`src/rtl/mips_cache_controller_if.sv`:
```
// mips_cache_controller_if: Avalon memory bus between the cache controller and memory.
interface mips_cache_controller_if;
   logic [31:0] mem_address;
   logic        mem_read;
   logic        mem_write;
   logic [31:0] mem_writedata;
   logic [3:0]  mem_byteenable;
   logic        mem_waitrequest;
   logic [31:0] mem_readdata;
   modport master (
      output mem_address, mem_read, mem_write, mem_writedata, mem_byteenable,
      input  mem_waitrequest, mem_readdata
   );
   modport slave (
      input  mem_address, mem_read, mem_write, mem_writedata, mem_byteenable,
      output mem_waitrequest, mem_readdata
   );
endinterface

```
`src/rtl/mips_cache_controller.sv`:
```
// mips_cache_controller: miss-fetch and write-through engine between the data cache and Avalon memory.
module mips_cache_controller #(
   parameter int TIMEOUT_CYCLES = 255
) (
   input  logic        clk,
   input  logic        rst,
   input  logic        stall,
   input  logic [31:0] data_addr,
   input  logic        cpu_write_en,
   input  logic [31:0] cpu_writedata,
   input  logic [3:0]  cpu_byte_en,
   output logic [31:0] data_in,
   output logic        data_valid,
   output logic        write_busy,
   output logic        timeout_err,
   mips_cache_controller_if.master bus
);
   localparam int CW = $clog2(TIMEOUT_CYCLES + 1);
   typedef enum logic [2:0] {IDLE, RD_REQ, RD_DONE, WR_REQ, ERROR} state_t;
   state_t        state, next;
   logic [CW-1:0] cnt;
   logic          is_req, start_wr, timeout;
   always_comb begin
      next     = state;
      is_req   = state == RD_REQ || state == WR_REQ;
      start_wr = cpu_write_en && |cpu_byte_en;
      timeout  = is_req && bus.mem_waitrequest && cnt == CW'(TIMEOUT_CYCLES - 1);
      case (state)
         IDLE:    next = start_wr ? WR_REQ : stall ? RD_REQ : IDLE;
         RD_REQ:  next = timeout ? ERROR : bus.mem_waitrequest ? RD_REQ : RD_DONE;
         RD_DONE: next = IDLE;
         WR_REQ:  next = timeout ? ERROR : bus.mem_waitrequest ? WR_REQ : IDLE;
         default: next = ERROR;
      endcase
   end
   always_ff @(posedge clk)
      if (rst) state <= IDLE;
      else     state <= next;
   // Outputs are registered from next-state so the bus sees clean register outputs.
   always_ff @(posedge clk) begin
      if (rst) begin
         cnt                <= '0;
         data_in            <= '0;
         data_valid         <= 1'b0;
         write_busy         <= 1'b0;
         timeout_err        <= 1'b0;
         bus.mem_address    <= '0;
         bus.mem_read       <= 1'b0;
         bus.mem_write      <= 1'b0;
         bus.mem_writedata  <= '0;
         bus.mem_byteenable <= '0;
      end else begin
         cnt           <= is_req && bus.mem_waitrequest ? cnt + 1'b1 : '0;
         data_valid    <= next == RD_DONE;
         write_busy    <= next == WR_REQ || next == ERROR;
         timeout_err   <= next == ERROR;
         bus.mem_read  <= next == RD_REQ;
         bus.mem_write <= next == WR_REQ;
         if (state == IDLE && next != IDLE) begin
            bus.mem_address    <= {data_addr[31:2], 2'b00};
            bus.mem_byteenable <= start_wr ? cpu_byte_en : 4'b1111;
            if (start_wr) bus.mem_writedata <= cpu_writedata;
         end
         if (state == RD_REQ && !bus.mem_waitrequest) data_in <= bus.mem_readdata;
      end
   end
endmodule

```
`src/flat_wrapper.sv`:
```
// flat-port wrapper written by rule: the top's interface ports become plain ports
module mips_cache_controller_flat 
#(
   parameter int TIMEOUT_CYCLES = 255
)
  (clk, rst, stall, data_addr, cpu_write_en, cpu_writedata, cpu_byte_en, data_in, data_valid, write_busy, timeout_err, bus_mem_address, bus_mem_read, bus_mem_write, bus_mem_writedata, bus_mem_byteenable, bus_mem_waitrequest, bus_mem_readdata);
  mips_cache_controller_if bus_i ();
  input  logic clk;
  input  logic rst;
  input  logic stall;
  input  logic [31:0] data_addr;
  input  logic cpu_write_en;
  input  logic [31:0] cpu_writedata;
  input  logic [3:0] cpu_byte_en;
  output logic [31:0] data_in;
  output logic data_valid;
  output logic write_busy;
  output logic timeout_err;
  output wire logic [$bits(bus_i.mem_address)-1:0] bus_mem_address;
  output wire logic [$bits(bus_i.mem_read)-1:0] bus_mem_read;
  output wire logic [$bits(bus_i.mem_write)-1:0] bus_mem_write;
  output wire logic [$bits(bus_i.mem_writedata)-1:0] bus_mem_writedata;
  output wire logic [$bits(bus_i.mem_byteenable)-1:0] bus_mem_byteenable;
  input wire logic [$bits(bus_i.mem_waitrequest)-1:0] bus_mem_waitrequest;
  input wire logic [$bits(bus_i.mem_readdata)-1:0] bus_mem_readdata;
  assign bus_mem_address = bus_i.mem_address;
  assign bus_mem_read = bus_i.mem_read;
  assign bus_mem_write = bus_i.mem_write;
  assign bus_mem_writedata = bus_i.mem_writedata;
  assign bus_mem_byteenable = bus_i.mem_byteenable;
  assign bus_i.mem_waitrequest = bus_mem_waitrequest;
  assign bus_i.mem_readdata = bus_mem_readdata;
  mips_cache_controller #(.TIMEOUT_CYCLES(TIMEOUT_CYCLES)) u_core (.clk(clk), .rst(rst), .stall(stall), .data_addr(data_addr), .cpu_write_en(cpu_write_en), .cpu_writedata(cpu_writedata), .cpu_byte_en(cpu_byte_en), .data_in(data_in), .data_valid(data_valid), .write_busy(write_busy), .timeout_err(timeout_err), .bus(bus_i));
endmodule
```
`config.mk`:
```
export PLATFORM = sky130hd
export DESIGN_NAME = mips_cache_controller_flat
export DESIGN_NICKNAME = d
export VERILOG_FILES = /design/src/rtl/mips_cache_controller_if.sv /design/src/rtl/mips_cache_controller.sv /design/src/flat_wrapper.sv
export SDC_FILE = /design/constraint.sdc
export NUM_CORES = 1
export LEC_CHECK = 0
export ABC_CLOCK_PERIOD_IN_PS = 1500
export BUFFER_PORTS_ARGS = -buffer_cell sky130_fd_sc_hd__buf_2
export CAP_MARGIN = 20
export CORE_MARGIN = 10
export CORE_UTILIZATION = 41
export DETAILED_ROUTE_END_ITERATION = 8
export GPL_TIMING_DRIVEN = 1
export PLACE_DENSITY = 0.78
export SLEW_MARGIN = 15
export SYNTH_ARGS = -nofsm -noshare
export SYNTH_HDL_FRONTEND = slang
export SYNTH_SLANG_ARGS = --single-unit
```
`constraint.sdc`:
```
create_clock -name clk -period 1.5 [get_ports clk]
set_input_delay 0.225 -clock clk [delete_from_list [all_inputs] [get_ports clk]]
set_output_delay 0.225 -clock clk [all_outputs]
set_load 0.1 [all_outputs]
```
==> results.md <==
* register — category of the worst setup path launch point
* done — CTS tree
* 15100 um2 — die area
* 0.0915 ns — worst slack on hold paths
* 0.419 — initial standard-cell utilization of the core
* 0.969 — ratio of final minimum period to clock period
* 684 — filler cell count
* 210 — Ports
* 0.527 — portion of the post-synthesis area used by sequential elements
* 1420 nW/um2 — power density over the cells
* 0.00878 ns — post-route clock skew
* 0.000807 V — maximum vdd drop
* 0.564 ns — transition time at the pin with the least slew margin
* 478 — initial DRC count
* 0 — max_cap viols
* 3.26 nW — leakage power figure
* 1.23 ns — CP Data Arrival Time
* 26.0 mm — wire length of the first global-routing pass
* 0 — Residual DRC
* reg -> out — critical path class
* 123 um — Die Width
* 4954 — via count
* stall — origin of the worst min-delay path
* 123 um — y dimension of the die
* 0 — final setup vio count
* 1 — top fanout value on the critical path
* 0 — number of warnings printed during yosys synthesis
* 0 — Slew Limit Fails
* 0.335 — share of layout cells above drive strength 1
* 906 — nets
* 5 — path depth of the worst reg2reg path
* 17 — number of buffers created by CTS
* 5.19 — detailed-route vias per instance
* 5188 — via count of the first global-routing pass
* 0 ns — accumulated negative setup slack
* 34 — count of different cell masters after synthesis
* 5 — Detailed Routing Iterations Pass 1
* 9.70 mm — Detailed Place HPWL
* 0 — number of endpoints with negative hold slack in the final report
* 1.27 ns — data required time at the worst endpoint
* 4 — antenna violations before repair
* 17.3 mm — final wirelength
* 114 — Yosys reg bits
* 0 — sum of overflow across all layers after global routing
* u_core.state[2] — reg-to-reg startpoint
* 18.1 um — mean routed wirelength per cell
* 10300 um2 — placeable core area
* 688 MHz — maximum frequency from static timing analysis
* 0.06 ns — setup slack of the worst register-to-register path
* -0.0657 ns — Setup Slack @ Placement
* 0.42 ns — delay of the slowest cell on the worst path
* u_core.state[0] — endpoint of the worst hold path
* u_core.data_in[0] — FF-to-FF End
* 8.62 um2 — per-instance average area after synthesis
* 502 — instance count of the mapped netlist
* 0.51 ns — Clk Latency, worst-skew pair
* 114 — Sinks on Clock Net
* 2 — Clock Path Buffers
* 1.45 ns — post-layout min period
* buf_2 — sequence of cells on the critical path
* 0.793 — gpl congestion
* buf_2 — master of the slowest instance on the critical path
* 0 — number of nets with antenna violations after routing
* primary output — Setup crit end kind
* 0.0472 ns — Final WS setup
* 70.9% — area overhead of the layout relative to synthesis
* 1 — critical path buffer and inverter count
* 37 — number of standard-cell rows in the floorplan
* 0.06 ns — clock-pin slew reported for the worst setup and hold paths after clock tree synthesis
* clkbuf_8 — Root Buffer
* 4 — number of H-tree branching levels
* in -> reg — worst hold path type
* 3 — worst hold path stage count
* 4330 um2 — Cell Area, Synth
* 205 — count of buffers inserted at the top-level ports
* buffers and inverters — Top Family by Delay on Critical Path
* 0.624 — Max-Slew Margin vs Limit
* 0.217 — combined global-route utilization of all metal layers
* 66 — pin count of the biggest net entering global routing
* completed — run status
cells in the mapped netlist (all sizes together):
cell / n / area share
xor2: 2 / 0.0040
dfxtp: 114 / 0.53
or3: 4 / 0.0058
or4b: 1 / 0.0023
buf: 11 / 0.021
o221a: 4 / 0.010
a21oi: 72 / 0.083
nor3: 1 / 0.0038
nor4b: 2 / 0.0069
o2111a: 1 / 0.0026
and4: 1 / 0.0020
conb: 1 / 0.00087
ha: 2 / 0.0058
nand4: 1 / 0.0014
o22ai: 1 / 0.0014
o211a: 1 / 0.0023
o41a: 1 / 0.0026
nor2: 7 / 0.0061
o21a: 1 / 0.0017
nand3: 36 / 0.042
o21ai: 37 / 0.043
mux2i: 30 / 0.069
and3: 1 / 0.0014
o41ai: 1 / 0.0020
a31oi: 1 / 0.0014
a211oi: 1 / 0.0017
inv: 3 / 0.0026
nand2: 128 / 0.11
o211ai: 1 / 0.0017
xnor2: 1 / 0.0020
clkbuf: 33 / 0.029
and3b: 1 / 0.0020
registers in the layout (all words and copies together), names as in the netlist:
| register | flops |
|---|---|
| u_core.bus.mem_read | 1 |
| u_core.bus.mem_writedata | 32 |
| u_core.bus.mem_address | 30 |
| u_core.state | 3 |
| u_core.bus.mem_byteenable | 4 |
| u_core.timeout_err | 1 |
| u_core.data_valid | 1 |
| u_core.data_in | 32 |
| u_core.cnt | 8 |
| u_core.write_busy | 1 |
| u_core.bus.mem_write | 1 |
tightest hold or removal path, cell delays in order:
cell and delay [ns]:
buf_2 0.11, o21ai_0 0.08, a21oi_1 0.13
area by class of cell:
| type | count | area (um2) | area share |
|---|---|---|---|
| Clock inverter | 11 | 153 | 0.0206 |
| Multi-Input combinational cell | 342 | 1860 | 0.251 |
| Clock buffer | 21 | 459 | 0.0621 |
| Timing Repair Buffer | 321 | 2450 | 0.331 |
| Inverter | 3 | 11.3 | 0.00152 |
| Tap cell | 136 | 170 | 0.0230 |
| Antenna cell | 6 | 15.0 | 0.00203 |
| Sequential cell | 114 | 2290 | 0.309 |
per-layer routing:
layer / track usage / share of wire
met4: 0.141 / 0.049
met1: 0.216 / 0.35
met2: 0.356 / 0.49
met3: 0.105 / 0.12
met5: 0 / 0
timing repair:
action                                 CTS  global route
buffers inserted                         0             0
setup endpoints to repair               76            51
hold buffers                            94             0
endpoints found under the hold margin   94             0
gates cloned                             0             0
pin swaps                                0             0
gates resized for setup                 76            37
kinds of logic (layout without fill, tap and decap cells):
| group | Yosys count | in the layout | synth area share |
|---|---|---|---|
| AND/OR/NAND/NOR | 183 | 183 | 0.184 |
| flip-flops | 114 | 114 | 0.527 |
| other | 1 | 8 | 0.000866 |
| buffers and inverters | 47 | 356 | 0.0523 |
| XOR/XNOR | 3 | 3 | 0.00607 |
| AO/OA/AOI/OAI | 122 | 122 | 0.154 |
| adder cells (fa/ha/maj) | 2 | 2 | 0.00578 |
| multiplexers | 30 | 30 | 0.0694 |
layout by cell type, fill, tap and decap left out, types with 2 or more instances in the layout:
cell type,Yosys,final
nand2_1,128,128
dfxtp_1,114,111
buf_2,4,103
dlygate4sd3_1,0,94
buf_4,2,93
a21oi_1,72,70
nand3_1,36,36
o21ai_0,37,32
mux2i_1,30,30
clkbuf_4,0,26
clkbuf_16,0,16
nor2_1,7,7
diode_2,0,6
o21ai_1,0,5
buf_12,0,5
o221a_2,4,4
or3_1,4,4
clkbuf_8,0,4
clkinv_4,0,3
clkinvlp_4,0,3
bufinv_16,0,3
dfxtp_2,0,3
inv_1,3,2
a21oi_2,0,2
xor2_1,2,2
ha_1,2,2
conb_1,1,2
worst max-delay path by stage:
stage	cells past startpoint	startpoint	endpoint
4_1_cts	1	u_core.bus.mem_writedata[17]	bus_mem_writedata[17]
2_1_floorplan	6	u_core.state[2]	u_core.data_in[10]
5_1_grt	5	u_core.state[2]	u_core.data_in[21]
6_report	1	u_core.write_busy	write_busy
3_5_place_dp	5	cpu_byte_en[1]	u_core.bus.mem_address[12]
3_3_place_gp	5	cpu_byte_en[1]	u_core.bus.mem_address[10]
where the power goes:
| part | leakage [nW] | internal [mW] | switching (mW) |
|---|---|---|---|
| Sequential | 0.934 | 3.25 | 0.129 |
| Combinational | 2.04 | 0.817 | 2.23 |
| Clock | 0.291 | 2.67 | 1.41 |
| Total | 3.26 | 6.74 | 3.77 |
stage by stage:
stage / power, mW / cells / area (um2) / utilization
after global routing: 10.9 / 952 / 7390 / 0.716
after CTS: 10.5 / 948 / 7300 / 0.707
after detailed placement: 6.08 / 822 / 5560 / 0.538
after global placement: 6.04 / 822 / 5560 / 0.538
after floorplan: 5.54 / 503 / 4340 / -
final: 10.5 / 954 / 7400 / 0.717
(Power assumes the default switching activity.)
